<file path="src/rtl/noc_packet_buffer.sv">
// noc_packet_buffer: single-clock AXI-Stream packet buffer for the tile NoC egress path.
// Release mode is set by STORE_FWD (1 = store-and-forward, 0 = cut-through).
// Optional macro NOC_BUF_DEADLOCK_RELEASE_EN: in store-and-forward mode, a packet that fills
// the whole buffer without its TLAST is released cut-through instead of stalling forever.
module noc_packet_buffer #(
  parameter int unsigned DATA_W    = 32,
  parameter int unsigned KEEP_W    = DATA_W / 8,
  parameter int unsigned ADDR_W    = 4,
  parameter int unsigned STORE_FWD = 1
) (
  input  logic              clk_in,
  input  logic              clk_in_rst_high,
  input  logic              stream_in_TVALID,
  input  logic [DATA_W-1:0] stream_in_TDATA,
  input  logic [KEEP_W-1:0] stream_in_TKEEP,
  input  logic              stream_in_TLAST,
  output logic              stream_in_TREADY,
  output logic              stream_out_TVALID,
  output logic [DATA_W-1:0] stream_out_TDATA,
  output logic [KEEP_W-1:0] stream_out_TKEEP,
  output logic              stream_out_TLAST,
  input  logic              stream_out_TREADY,
  output logic [ADDR_W:0]   level,
  output logic [ADDR_W:0]   pkt_count
);

  localparam int unsigned    DEPTH     = 1 << ADDR_W;
  localparam int unsigned    WORD_W    = 1 + KEEP_W + DATA_W;
  localparam logic [ADDR_W:0] FullLevel = {1'b1, {ADDR_W{1'b0}}};
  localparam logic [ADDR_W:0] PtrOne    = {{ADDR_W{1'b0}}, 1'b1};

  logic [WORD_W-1:0] mem_q [DEPTH];
  logic [ADDR_W:0]   wr_ptr_q, rd_ptr_q, pkt_count_q;
  logic              full, empty, push, pop, release_en;

  // Occupancy derives from the wrap-bit pointers, so full and empty need no extra flag.
  assign level     = wr_ptr_q - rd_ptr_q;
  assign full      = (level == FullLevel);
  assign empty     = (level == '0);
  assign pkt_count = pkt_count_q;

  assign stream_in_TREADY = ~full & ~clk_in_rst_high;
  assign push = stream_in_TVALID & stream_in_TREADY;
  assign pop  = stream_out_TVALID & stream_out_TREADY;

  // Show-ahead read of the head word.
  assign {stream_out_TLAST, stream_out_TKEEP, stream_out_TDATA} = mem_q[rd_ptr_q[ADDR_W-1:0]];

  // Head word is offered once any complete packet is stored, or always in cut-through.
  always_comb begin
    if (STORE_FWD != 0) begin
      stream_out_TVALID = ~empty & ((pkt_count_q != '0) | release_en);
    end else begin
      stream_out_TVALID = ~empty;
    end
  end

`ifdef NOC_BUF_DEADLOCK_RELEASE_EN
  typedef enum logic {StIdle, StRelease} state_e;
  state_e state_q, state_d;

  // Full with no complete packet means one oversized packet owns the buffer: drain it.
  always_comb begin
    state_d = state_q;
    unique case (state_q)
      StIdle: begin
        if ((STORE_FWD != 0) && full && (pkt_count_q == '0)) state_d = StRelease;
      end
      StRelease: begin
        if (pop && stream_out_TLAST) state_d = StIdle;
      end
    endcase
  end

  // Release state register.
  always_ff @(posedge clk_in) begin
    if (clk_in_rst_high) state_q <= StIdle;
    else                 state_q <= state_d;
  end

  assign release_en = (state_q == StRelease);
`else
  assign release_en = 1'b0;
`endif

  // Storage array; contents are not reset, only the pointers are.
  always_ff @(posedge clk_in) begin
    if (push) mem_q[wr_ptr_q[ADDR_W-1:0]] <= {stream_in_TLAST, stream_in_TKEEP, stream_in_TDATA};
  end

  // Pointers and complete-packet counter.
  always_ff @(posedge clk_in) begin
    if (clk_in_rst_high) begin
      wr_ptr_q    <= '0;
      rd_ptr_q    <= '0;
      pkt_count_q <= '0;
    end else begin
      if (push) wr_ptr_q <= wr_ptr_q + PtrOne;
      if (pop)  rd_ptr_q <= rd_ptr_q + PtrOne;
      case ({push & stream_in_TLAST, pop & stream_out_TLAST})
        2'b10:   pkt_count_q <= pkt_count_q + PtrOne;
        2'b01:   pkt_count_q <= pkt_count_q - PtrOne;
        default: pkt_count_q <= pkt_count_q;
      endcase
    end
  end

endmodule

</file>
<file path="config.mk">
export PLATFORM = sky130hd
export DESIGN_NAME = noc_packet_buffer
export DESIGN_NICKNAME = d
export VERILOG_FILES = /design/src/rtl/noc_packet_buffer.sv
export SDC_FILE = /design/constraint.sdc
export NUM_CORES = 1
export LEC_CHECK = 0
export ABC_AREA = 1
export CORE_AREA = 2 2 217 240
export CTS_CLUSTER_DIAMETER = 60
export CTS_CLUSTER_SIZE = 14
export DETAILED_ROUTE_END_ITERATION = 7
export DIE_AREA = 0 0 219 242
export HOLD_SLACK_MARGIN = 0.03
export MAX_ROUTING_LAYER = met4
export PLACE_DENSITY = 0.67
export SYNTH_ARGS = -nofsm -noshare
export SYNTH_HDL_FRONTEND = slang
export SYNTH_SLANG_ARGS = --single-unit
</file>
<file path="constraint.sdc">
create_clock -name clk_in -period 6.3 [get_ports clk_in]
set_clock_uncertainty 0.1 [all_clocks]
set_input_delay 0.63 -clock clk_in [delete_from_list [all_inputs] [get_ports clk_in]]
set_output_delay 0.63 -clock clk_in [all_outputs]
set_load 0.01 [all_outputs]
</file>
==> qor.txt <==
RSZ-0062 raised after global routing - no
global-route wire length before repair - 85300 um
Syn Std Cell Area - 25100 um^2
async set-or-reset flop fraction in the synthesized netlist - 0%
actual slew at the worst max-slew pin - 1170 ps
post-synth cell types - 34
gp weighted congestion - 0.789
reg2reg setup slack - 2480 ps
Die Area - 53000 um^2
CP Launch Type - register
CP Class - register to primary output
post-route setup TNS - 0 ps
DP HPWL - 27300 um
Synth Register Bits - 611
P&R area growth vs syn - 10.6%
VDD IR-drop max - 0.255 mV
Final Max Tran Viols - 0
Critical Path Sink - stream_out_TDATA[28]
FF-to-FF Start - wr_ptr_q[0]$_SDFFE_PP0P_
clock latency on the worst-skew pair - 580 ps
clock share of power - 30.3%
# hold bufs at CTS - 0
period utilization - 69.2%
critical path peak fanout - 77
Num CTS Buffers - 50
Combinational Power Share - 19.0%
via/cell ratio - 5.72
Net Sw Power - 2.40 mW
initial antenna violation count - 3
Max clock buf depth - 3
chip height - 242 um
# DRC - 0
sequential area share after synthesis - 72.4%
H-tree Lvls - 2
initial DRC count - 1245
layout cells sized above 1 - 6.25%
Vias - 14500
GRT Residual Overflow - 0
Tot Pwr - 9.10 mW
Register-to-Register Path Depth - 10
largest area contributor in the netlist - edfxtp_1
Pre-antenna DRT Iters - 5
Slew HR - 21.6%
drt wl/cell - 22.2 um
dpl ws - 2490 ps
final setup fails - 0
leakage - 9.13 nW
vias in the first global route - 14200
chip width - 219 um
PD cells - 328 nW/um^2
GRT Util Overall - 22.0%
dpl cells - 2461
classification of the worst-slack hold path - register to register
share of power burned in registers - 50.7%
PortBufs - 89
Final min period - 4360 ps
Worst EP required - 5570 ps
# IOs - 90
post-CTS setup buffer count - 0
Avg Cell Area, Syn - 14.1 um^2
DRT Wirelength - 56100 um
largest net degree at the start of global routing - 143
clock sinks - 611
Arrival @ worst endpoint - 3630 ps
Power Internal - 6.69 mW
instance count of the mapped netlist - 1784
Post-DRT Antenna Nets - 0
Mapped Nets - 1840
CP endpoint kind - primary output
worst setup margin - 1940 ps
Clock transition at path regs - 60 ps
yosys warns - 0
outcome - finished, final reports clean
number of synthesized flops with an enable pin - 592
Initial Utilization - 49.5%
Sw Share - 26.4%
post_cts resized - 0
Final Hold Vio Count - 0
synth top area cells - edfxtp_1 (71%), mux2i_1 (5.3%), o211ai_1 (4.3%)
worst r2r dst - mem_q[0][19]$_DFFE_PP_
Nets - 1902
FP Rows - 87
Main synth FF type - edfxtp_1
Max Fclk - 229 MHz
maxcap violations - 0
CTS tree - built
Yosys top cell area share - 70.9%
Layout Cells excl Fill - 2527
count leader, synth - edfxtp_1
Std-Cell Core Area - 50700 um^2
Commonest cells post-synth - edfxtp_1 (592), inv_1 (202), o21ai_0 (167)
root buffer cell - clkbuf_16
==> worst min path at each step <==
| stage | start | endpoint | slack (ps) | cells past startpoint |
|---|---|---|---|---|
| finish | wr_ptr_q[1]$_SDFFE_PP0P_ | wr_ptr_q[1]$_SDFFE_PP0P_ | 440 | 2 |
| global route | pkt_count[0]$_SDFFE_PP0P_ | pkt_count[0]$_SDFFE_PP0P_ | 460 | 1 |
| CTS | pkt_count[0]$_SDFFE_PP0P_ | pkt_count[0]$_SDFFE_PP0P_ | 440 | 1 |
| detailed placement | pkt_count[0]$_SDFFE_PP0P_ | pkt_count[0]$_SDFFE_PP0P_ | 420 | 1 |
| global placement | wr_ptr_q[1]$_SDFFE_PP0P_ | wr_ptr_q[1]$_SDFFE_PP0P_ | 410 | 2 |
| floorplan | wr_ptr_q[1]$_SDFFE_PP0P_ | wr_ptr_q[1]$_SDFFE_PP0P_ | 390 | 2 |
==> flip-flops by register name (all words and copies together), names as in the netlist, named ones only <==
| register | flops |
|---|---|
| pkt_count | 5 |
| mem_q | 592 |
| rd_ptr_q | 5 |
| wr_ptr_q | 5 |
==> final cells by class <==
type                       count  area (um^2)
fill                        4114        23000
sequential                   611        18200
multi-input combinational    860         5490
clock buffer                  59         1310
timing repair buffer         118         1150
tap                          667          835
inverter                     205          772
clock inverter                 4         32.5
antenna                        3         7.51
==> kinds of logic after synthesis <==
kind of cell,count (synthesis),synth area share [%]
adders and majority gates,15,0.808
buffers and inverters,313,6.04
muxes,133,5.31
and+or+nand+nor,207,3.76
AOI/OAI and AO/OA,502,11.6
xor gates and xnor gates,3,0.105
DFF,611,72.4
==> cell usage in the layout, fill, tap and decap left out, types with 2 or more instances in the layout <==
master	n
o211ai_1	144
a21oi_2	2
fa_1	2
a21oi_1	157
o21ai_1	27
nor3_1	3
nand3_1	64
inv_2	3
clkbuf_1	8
diode_2	3
dfxtp_1	15
ha_1	13
xnor2_1	3
clkdlybuf4s50_1	89
buf_4	26
dfxtp_4	3
nand2_1	95
nor3_2	15
o211ai_2	4
edfxtp_1	592
nand4_1	7
nor2_1	16
o21ai_0	167
clkbuf_16	51
nand3_4	2
inv_1	201
buf_12	3
mux2i_1	133
==> critical path, stage by stage, from the launching register on <==
cell,delay [ps]
dfxtp_4,940
buf_4,750
mux2i_1,220
o21ai_0,280
o211ai_1,150
nand2_1,140
clkdlybuf4s50_1,560
==> metrics by stage <==
stage | cell area [um^2] | hold WS (ps) | utilization (%)
2_1_floorplan | 25100 | 393 | -
3_3_place_gp | 26400 | 413 | 52.1
6_report | 27800 | 441 | 54.7
4_1_cts | 27800 | 439 | 54.7
5_1_grt | 27800 | 465 | 54.7
3_5_place_dp | 26400 | 424 | 52.1
==> power by group through the flow <==
stage | clock network (mW) | registers (mW) | logic (mW)
final | 2.76 | 4.61 | 1.73
after global routing | 2.97 | 4.62 | 1.92
after CTS | 2.82 | 4.61 | 1.74
after detailed placement | 0 | 4.70 | 1.73
after global placement | 0 | 4.69 | 1.70
after floorplan | 0 | 4.66 | 1.23
==> routing by layer <==
| metal | vias up | GRT usage, % | share of wire, % |
|---|---|---|---|
| li1 | 6700 | - | - |
| met2 | 492 | 34.2 | 48 |
| met3 | 92 | 3.89 | 6.4 |
| met1 | 7178 | 30.1 | 43 |
| met5 | - | - | 0 |
| met4 | 0 | 5.90 | 2.2 |
Power figures use the tool's default switching activity.
